[src/rtl/v8_trigger_ctrl.sv]
// Sequencing / event-capture controller for the v8 shaping filter: settle, arm, peak-track,
// emit amplitude+timestamp over valid/ready, then dead time with pile-up counting.
module v8_trigger_ctrl #(
  parameter int SIZE_FILTER_DATA = 16,
  parameter int TS_WIDTH         = 32,
  parameter int SETTLE_CYCLES    = 32,
  parameter int DEAD_CYCLES      = 16
) (
  input  logic                        clk,
  input  logic                        reset,
  input  logic                        enable,
  input  logic [SIZE_FILTER_DATA-1:0] threshold,
  input  logic [SIZE_FILTER_DATA-1:0] filt_data,
  output logic                        filt_rst_n,
  output logic                        evt_valid,
  input  logic                        evt_ready,
  output logic [SIZE_FILTER_DATA-1:0] evt_amp,
  output logic [TS_WIDTH-1:0]         evt_ts,
  output logic [15:0]                 pileup_cnt,
  output logic [2:0]                  state_o
);

  typedef enum logic [2:0] {
    S_IDLE     = 3'd0,
    S_SETTLE   = 3'd1,
    S_ARMED    = 3'd2,
    S_PEAK     = 3'd3,
    S_EMIT     = 3'd4,
    S_DEAD     = 3'd5,
    S_WAIT_LOW = 3'd6
  } state_t;

  localparam int MAX_CNT = (SETTLE_CYCLES > DEAD_CYCLES) ? SETTLE_CYCLES : DEAD_CYCLES;
  localparam int CNT_W   = $clog2(MAX_CNT + 1);

  state_t                      r_state;
  state_t                      w_next_state;
  logic [CNT_W-1:0]            r_cnt;
  logic [TS_WIDTH-1:0]         r_ts;
  logic [TS_WIDTH-1:0]         r_ts_cap;
  logic [SIZE_FILTER_DATA-1:0] r_max;
  logic [SIZE_FILTER_DATA-1:0] r_evt_amp;
  logic [TS_WIDTH-1:0]         r_evt_ts;
  logic [15:0]                 r_pileup_cnt;
  logic                        r_above_q;
  logic                        w_above;
  logic                        w_settle_done;
  logic                        w_dead_done;
  logic                        w_cnt_clr;
  logic                        w_peak_ld;
  logic                        w_evt_ld;
  logic                        w_pile_evt;

  assign w_above       = (filt_data > threshold);
  assign w_settle_done = (r_cnt == CNT_W'(SETTLE_CYCLES - 1));
  assign w_dead_done   = (r_cnt == CNT_W'(DEAD_CYCLES - 1));
  // Only a fresh crossing counts; a pulse still above threshold is not a new pile-up.
  assign w_pile_evt    = (r_state == S_EMIT || r_state == S_DEAD || r_state == S_WAIT_LOW)
                         && w_above && !r_above_q;

  always_comb begin
    w_next_state = r_state;
    w_cnt_clr    = 1'b0;
    w_peak_ld    = 1'b0;
    w_evt_ld     = 1'b0;
    case (r_state)
      S_IDLE: begin
        if (enable) begin
          w_next_state = S_SETTLE;
          w_cnt_clr    = 1'b1;
        end
      end
      S_SETTLE: begin
        if (!enable)            w_next_state = S_IDLE;
        else if (w_settle_done) w_next_state = S_ARMED;
      end
      S_ARMED: begin
        if (!enable) w_next_state = S_IDLE;
        else if (w_above) begin
          w_next_state = S_PEAK;
          w_peak_ld    = 1'b1;
        end
      end
      S_PEAK: begin
        if (!enable) w_next_state = S_IDLE;
        else if (filt_data > r_max) w_peak_ld = 1'b1;
        else if (filt_data < r_max) begin
          w_next_state = S_EMIT;
          w_evt_ld     = 1'b1;
        end
      end
      S_EMIT: begin
        // The pending event is always delivered; enable only picks where we go afterwards.
        if (evt_ready) begin
          w_next_state = enable ? S_DEAD : S_IDLE;
          w_cnt_clr    = 1'b1;
        end
      end
      S_DEAD: begin
        if (!enable)          w_next_state = S_IDLE;
        else if (w_dead_done) w_next_state = w_above ? S_WAIT_LOW : S_ARMED;
      end
      S_WAIT_LOW: begin
        if (!enable)      w_next_state = S_IDLE;
        else if (!w_above) w_next_state = S_ARMED;
      end
      default: w_next_state = S_IDLE;
    endcase
  end

  always_ff @(posedge clk) begin
    if (reset) begin
      r_state      <= S_IDLE;
      r_cnt        <= '0;
      r_ts         <= '0;
      r_ts_cap     <= '0;
      r_max        <= '0;
      r_evt_amp    <= '0;
      r_evt_ts     <= '0;
      r_pileup_cnt <= '0;
      r_above_q    <= 1'b0;
    end else begin
      r_state   <= w_next_state;
      r_ts      <= r_ts + TS_WIDTH'(1);
      r_above_q <= w_above;
      if (w_cnt_clr)                                  r_cnt <= '0;
      else if (r_state == S_SETTLE || r_state == S_DEAD) r_cnt <= r_cnt + CNT_W'(1);
      if (w_peak_ld) begin
        r_max    <= filt_data;
        r_ts_cap <= r_ts;
      end
      if (w_evt_ld) begin
        r_evt_amp <= r_max;
        r_evt_ts  <= r_ts_cap;
      end
      if (w_pile_evt && r_pileup_cnt != 16'hFFFF) r_pileup_cnt <= r_pileup_cnt + 16'd1;
    end
  end

  assign filt_rst_n = (r_state != S_IDLE);
  assign evt_valid  = (r_state == S_EMIT);
  assign evt_amp    = r_evt_amp;
  assign evt_ts     = r_evt_ts;
  assign pileup_cnt = r_pileup_cnt;
  assign state_o    = r_state;

endmodule

[config.mk]
export PLATFORM = sky130hd
export DESIGN_NAME = v8_trigger_ctrl
export DESIGN_NICKNAME = d
export VERILOG_FILES = /design/src/rtl/v8_trigger_ctrl.sv
export SDC_FILE = /design/constraint.sdc
export NUM_CORES = 1
export LEC_CHECK = 0
export ABC_AREA = 1
export CAP_MARGIN = 20
export CORE_MARGIN = 2
export CORE_UTILIZATION = 59
export CTS_CLUSTER_DIAMETER = 30
export DETAILED_ROUTE_END_ITERATION = 7
export PLACE_DENSITY = 0.86
export RECOVER_POWER = 25
export SLEW_MARGIN = 20
export SYNTH_ARGS = -nofsm -noshare
export SYNTH_HDL_FRONTEND = slang
export SYNTH_SLANG_ARGS = --single-unit
[constraint.sdc]
create_clock -name clk -period 4.6 [get_ports clk]
set_input_delay 0.69 -clock clk [delete_from_list [all_inputs] [get_ports clk]]
set_output_delay 0.69 -clock clk [all_outputs]
set_load 0.005 [all_outputs]
### Word level (Yosys, flattened, before mapping)

Cells that the tools add are included.

| storage, ports and cells | value |
|---|---|
| logic and storage cells | 71 |
| input bits | 36 |
| register bits | 154 |

| cells by class | value |
|---|---|
| order comparisons | 3 |
| reductions and logical operators | 11 |
| add/sub/neg operators | 3 |
| eq/ne operators | 17 |
| muxes and demuxes | 28 |

Operators by type and width:

| kind | number |
|---|---|
| $mux 3 | 15 |
| $add 32x1->32 const B | 1 |
| $gt 16x16->1 | 2 |
| $pmux 3 s7 | 1 |
| $ne 3x3->1 const B | 6 |
| $add 16x1->16 const B | 1 |
| $lt 16x16->1 | 1 |
| $ne 16x16->1 const B | 1 |
| $mux 1 | 10 |
| $eq 3x3->1 const B | 3 |
| $reduce_and 8->1 | 1 |
| $add 6x1->6 const B | 1 |
| $eq 3x2->1 const B | 2 |
| $eq 6x4->1 const B | 1 |
| $eq 6x5->1 const B | 1 |
| $pmux 1 s2 | 2 |
| $eq 3x1->1 const B | 1 |
| $logic_and 1x1->1 | 3 |
| $logic_not 3->1 | 1 |
| $logic_or 1x1->1 | 3 |
| $reduce_bool 3->1 | 1 |
| $ne 2x1->1 const B | 1 |
| $ne 2x2->1 const B | 1 |
| $reduce_or 2->1 | 1 |
| $logic_not 1->1 | 1 |

### Longest topological paths before layout

| logic depth | value |
|---|---|
| word-level depth | 6 |
| depth in mapped cells | 18 |
| depth with buffers taken out | 17 |

### Worst setup path before layout

No wires, ideal clock.

| timing path | value |
|---|---|
| kind | input to register |
| start point | input port threshold[7] |
| end point | register r_ts_cap[11] |
| cell stages on the path | 15 |
| arrival time | 2.116 ns |
| slack | 2.352 ns |
| cells stage by stage | inv_1 > ha_1 > nand2_1 > nor2_1 > nand2_1 > nand2_1 > nand2_1 > a21boi_2 > nand2_1 > nand2_2 > nand2_2 > buf_6 > buf_4 > nand2_1 > a21oi_1 |

| between the ends | value |
|---|---|
| longest elaborated chain between the ends | 4 |

Ends and longest elaborated chain:

| element | RTL line | source |
|---|---|---|
| start: declaration | 12 | `input logic [SIZE_FILTER_DATA-1:0] threshold,` |
| $gt 16x16->1 | 54 | `assign w_above = (filt_data > threshold);` |
| $mux 1 | 79 | `else if (w_above) begin` |
| $mux 1 | 78 | `if (!enable) w_next_state = S_IDLE;` |
| $pmux 1 s2 | 66 | `case (r_state)` |
| end signal: assignment | 130 | `r_ts_cap <= r_ts;` |
| end: declaration | 40 | `logic [TS_WIDTH-1:0] r_ts_cap;` |

No other way between the ends.
A chain may end at the register's enable or synchronous reset.

### Worst setup path in the final report

| timing path | value |
|---|---|
| start point | input port reset |
| end point | register r_pileup_cnt[5] (netlist: pileup_cnt[5]) |

RTL lines:

| element | RTL line | source |
|---|---|---|
| start: declaration | 10 | `input logic reset,` |
| end signal: assignment | 136 | `if (w_pile_evt && r_pileup_cnt != 16'hFFFF) r_pileup_cnt <= r_pileup_cnt + 16'd1;` |
| end: declaration | 44 | `logic [15:0] r_pileup_cnt;` |

No word-level cell between the ends.

==> flow_summary.ini <==
[outcome]
status = finished, violations left
failed_checks = max-capacitance violations, max-slew violations

[clock_network]
cts_tree = built
cts_hold_buf = 0
h-tree-depth = 4
numCtsBuffers = 17
clock_path_buffers = 2
insertion_delay_ns = 0.43
root_buffer = clkbuf_16
cts_sinks = 154
cts.clk_slew.worst_paths_ns = 0.06
cts_resized = 0
postCtsSetupRepairBufs = 0

[worst_setup_path]
required_ns = 4.89
cp.arrival_ns = 3.70
start_kind = input port
max_stage_delay_ns = 1.85
r2r_slack_ns = 1.82
r2r_start = state_o[1]
cp-end-kind = flip-flop
crit_path_max_fanout = 78
rr_worst_depth = 12
critPathKind = in -> reg
critical_path.slowest_cell = clkinvlp_2
crit_chain = clkbuf_1 -> clkinvlp_2 -> and3_1
rr_endpoint = r_ts_cap[18]

[floorplanning]
num_rows = 40
die_y_um = 114.5
die_w_um = 114.5
core_area_um2 = 11960
die_area_um2 = 13110
start_util = 0.6022
ios = 105

[timing]
maxSlewViolCount = 151
slew_headroom = -1.119
rsz0062_at_grt = no
finalCritPeriodShare = 0.7400
hold_violations = 0
finalSetupViolCount = 0
fin_hold_ws_ns = 0.4388
fmax_ghz = 0.2938
timing_worst_slew_pin_value_ns = 3.178
finalSetupTns_ns = 0
finClkSkew_ns = 0.01015
fin_crit_ns = 3.404

[synthesis]
synth_top_area_share = 0.4280
synth_edf_count = 0
synth-main-ff-cell = dfxtp_1
yosysSeqAreaShare = 0.4280
synth_area_um2 = 7203
synth_seq_cells = 154
async_flop_share = 0
synth_area_leaders = dfxtp_1 43%, a21oi_1 10%, nand2_1 8.4%
avgSynthCellArea_um2 = 7.328
synth_cell_types = 34
syn_inst = 983
syn-num-nets = 1054
yosysWarningCount = 0
synth_top_area_cell = dfxtp_1

[grt]
grt_first_pass_wirelength_um = 27590
grt_antenna_before_repair = 0
grt_max_degree = 79
grt_overflow_total = 0
grt_pass1_vias = 6321
grt_use_total = 0.2588

[drt]
drt_iter0_markers = 416
wire_per_inst_um = 13.35
dr.pass1.iters = 6
drtAntennaViolNets = 0
routed_wl_um = 16400
drc = 0
routed_via_density = 5.449
vias = 6691

[power]
powerDensity_nw_per_um2 = 373.2
leakagePower_uw = 0.003310
ir_drop_mv = 0.3652

[hold_path]
hold_path_class = reg -> reg
hold_path.startpoint = evt_amp[2]
hold_end = evt_amp[2]
hold_depth = 2

[placement]
port-buffer-count = 104
gp_congestion = 0.8988
detailed_place_hpwl_um = 10640

[job]
maxCapViolCount = 2

[layout]
area_growth_pct = 22.88
drive_gt1_frac = 0.05550
final_nets = 1139
n_antenna_cell = 0
## Yosys cell counts (8+ instances only)
cell type and instances:
o21ai_0 74, dfxtp_1 154, buf_2 8, a21oi_1 145
inv_1 142, nand4_1 16, clkbuf_1 27, ha_1 35
nand2_1 161, nor3_1 19, nor2_1 60, nand3_1 75
## flip-flops by register name (all words and copies together) (netlist names)
register and count:
evt_amp 16, pileup_cnt 16, r_ts_cap 32, state_o 3, evt_ts 32, r_ts 32
r_cnt 6, r_above_q 1, r_max 16
## worst max-delay path by stage
stage / from / end / slack [ns] / depth (start not counted)
5_1_grt: reset / r_cnt[4] / 0.96 / 8
3_3_place_gp: filt_data[7] / r_ts_cap[0] / 1.33 / 13
3_5_place_dp: filt_data[6] / r_ts_cap[22] / 1.23 / 13
2_1_floorplan: threshold[7] / r_ts_cap[11] / 2.35 / 15
6_report: reset / pileup_cnt[5] / 1.20 / 3
4_1_cts: filt_data[15] / r_ts_cap[18] / 1.58 / 10
## power breakdown
group | internal [µW] | leakage (µW) | switching (µW)
Combinational | 180 | 0.00178 | 279
Clock | 868 | 0.000292 | 563
Sequential | 1370 | 0.00124 | 37.5
## through the flow
step           instance area (µm²)  power, µW  cells  utilization  setup WS [ns]
5_1_grt                       8851       3444   1228       0.7400         0.9553
3_5_place_dp                  8244       1894   1196       0.6892          1.235
3_3_place_gp                  8244       1886   1196       0.6892          1.334
4_1_cts                       8855       3313   1228       0.7403          1.578
6_report                      8851       3303   1228       0.7400          1.196
2_1_floorplan                 7203       1732    983            -          2.352
## kinds of logic after synthesis
| group | Yosys count | share of synthesized area |
|---|---|---|
| XOR/XNOR | 10 | 0.01216 |
| adder cells (fa/ha/maj) | 35 | 0.06080 |
| AND/OR/NAND/NOR | 360 | 0.2232 |
| AO/OA/AOI/OAI | 234 | 0.1692 |
| buffers and inverters | 190 | 0.1067 |
| flip-flops | 154 | 0.4280 |
## critical path, delay by kind of cell
family | cells | cell delay (ns)
buffers and inverters | 2 | 1.97
and+or+nand+nor | 1 | 0.99
## layout make-up
class                   count  area, µm²
clock inverters            14      171.4
fillers                   912       3110
inverters                 147      553.0
multi-input cells         639       3352
flip-flops and latches    154       3083
well taps                 147      183.9
clock buffers              18      439.2
repair buffers            109       1069
## cells in the final DEF (no fill, tap or decap), drive strengths merged
cell	Yosys	routed
bufinv	0	3
nor2	69	69
ha	35	35
nor4	6	6
nor3	19	19
nor3b	4	4
o21bai	1	1
o31ai	1	1
clkinvlp	0	4
xor2	6	6
buf	16	4
clkinv	0	7
dfxtp	154	154
and3	3	3
nand2	164	164
a21oi	145	145
clkdlybuf4s50	0	74
o21ai	75	75
a41oi	1	1
inv	147	147
dlygate4sd3	0	29
a21boi	1	1
a21o	2	2
nand3	78	78
a31oi	1	1
or2	1	1
xnor2	4	4
nand4	16	16
clkbuf	27	20
a211o	1	1
o21a	6	6
## per-layer routing
metal | share of wire | global-route usage
met5 | 0 | 0
met4 | 0.017 | 0.09756
met1 | 0.43 | 0.3030
met3 | 0.059 | 0.07358
met2 | 0.50 | 0.4489
No activity file was read; power rests on OpenSTA's default activity.
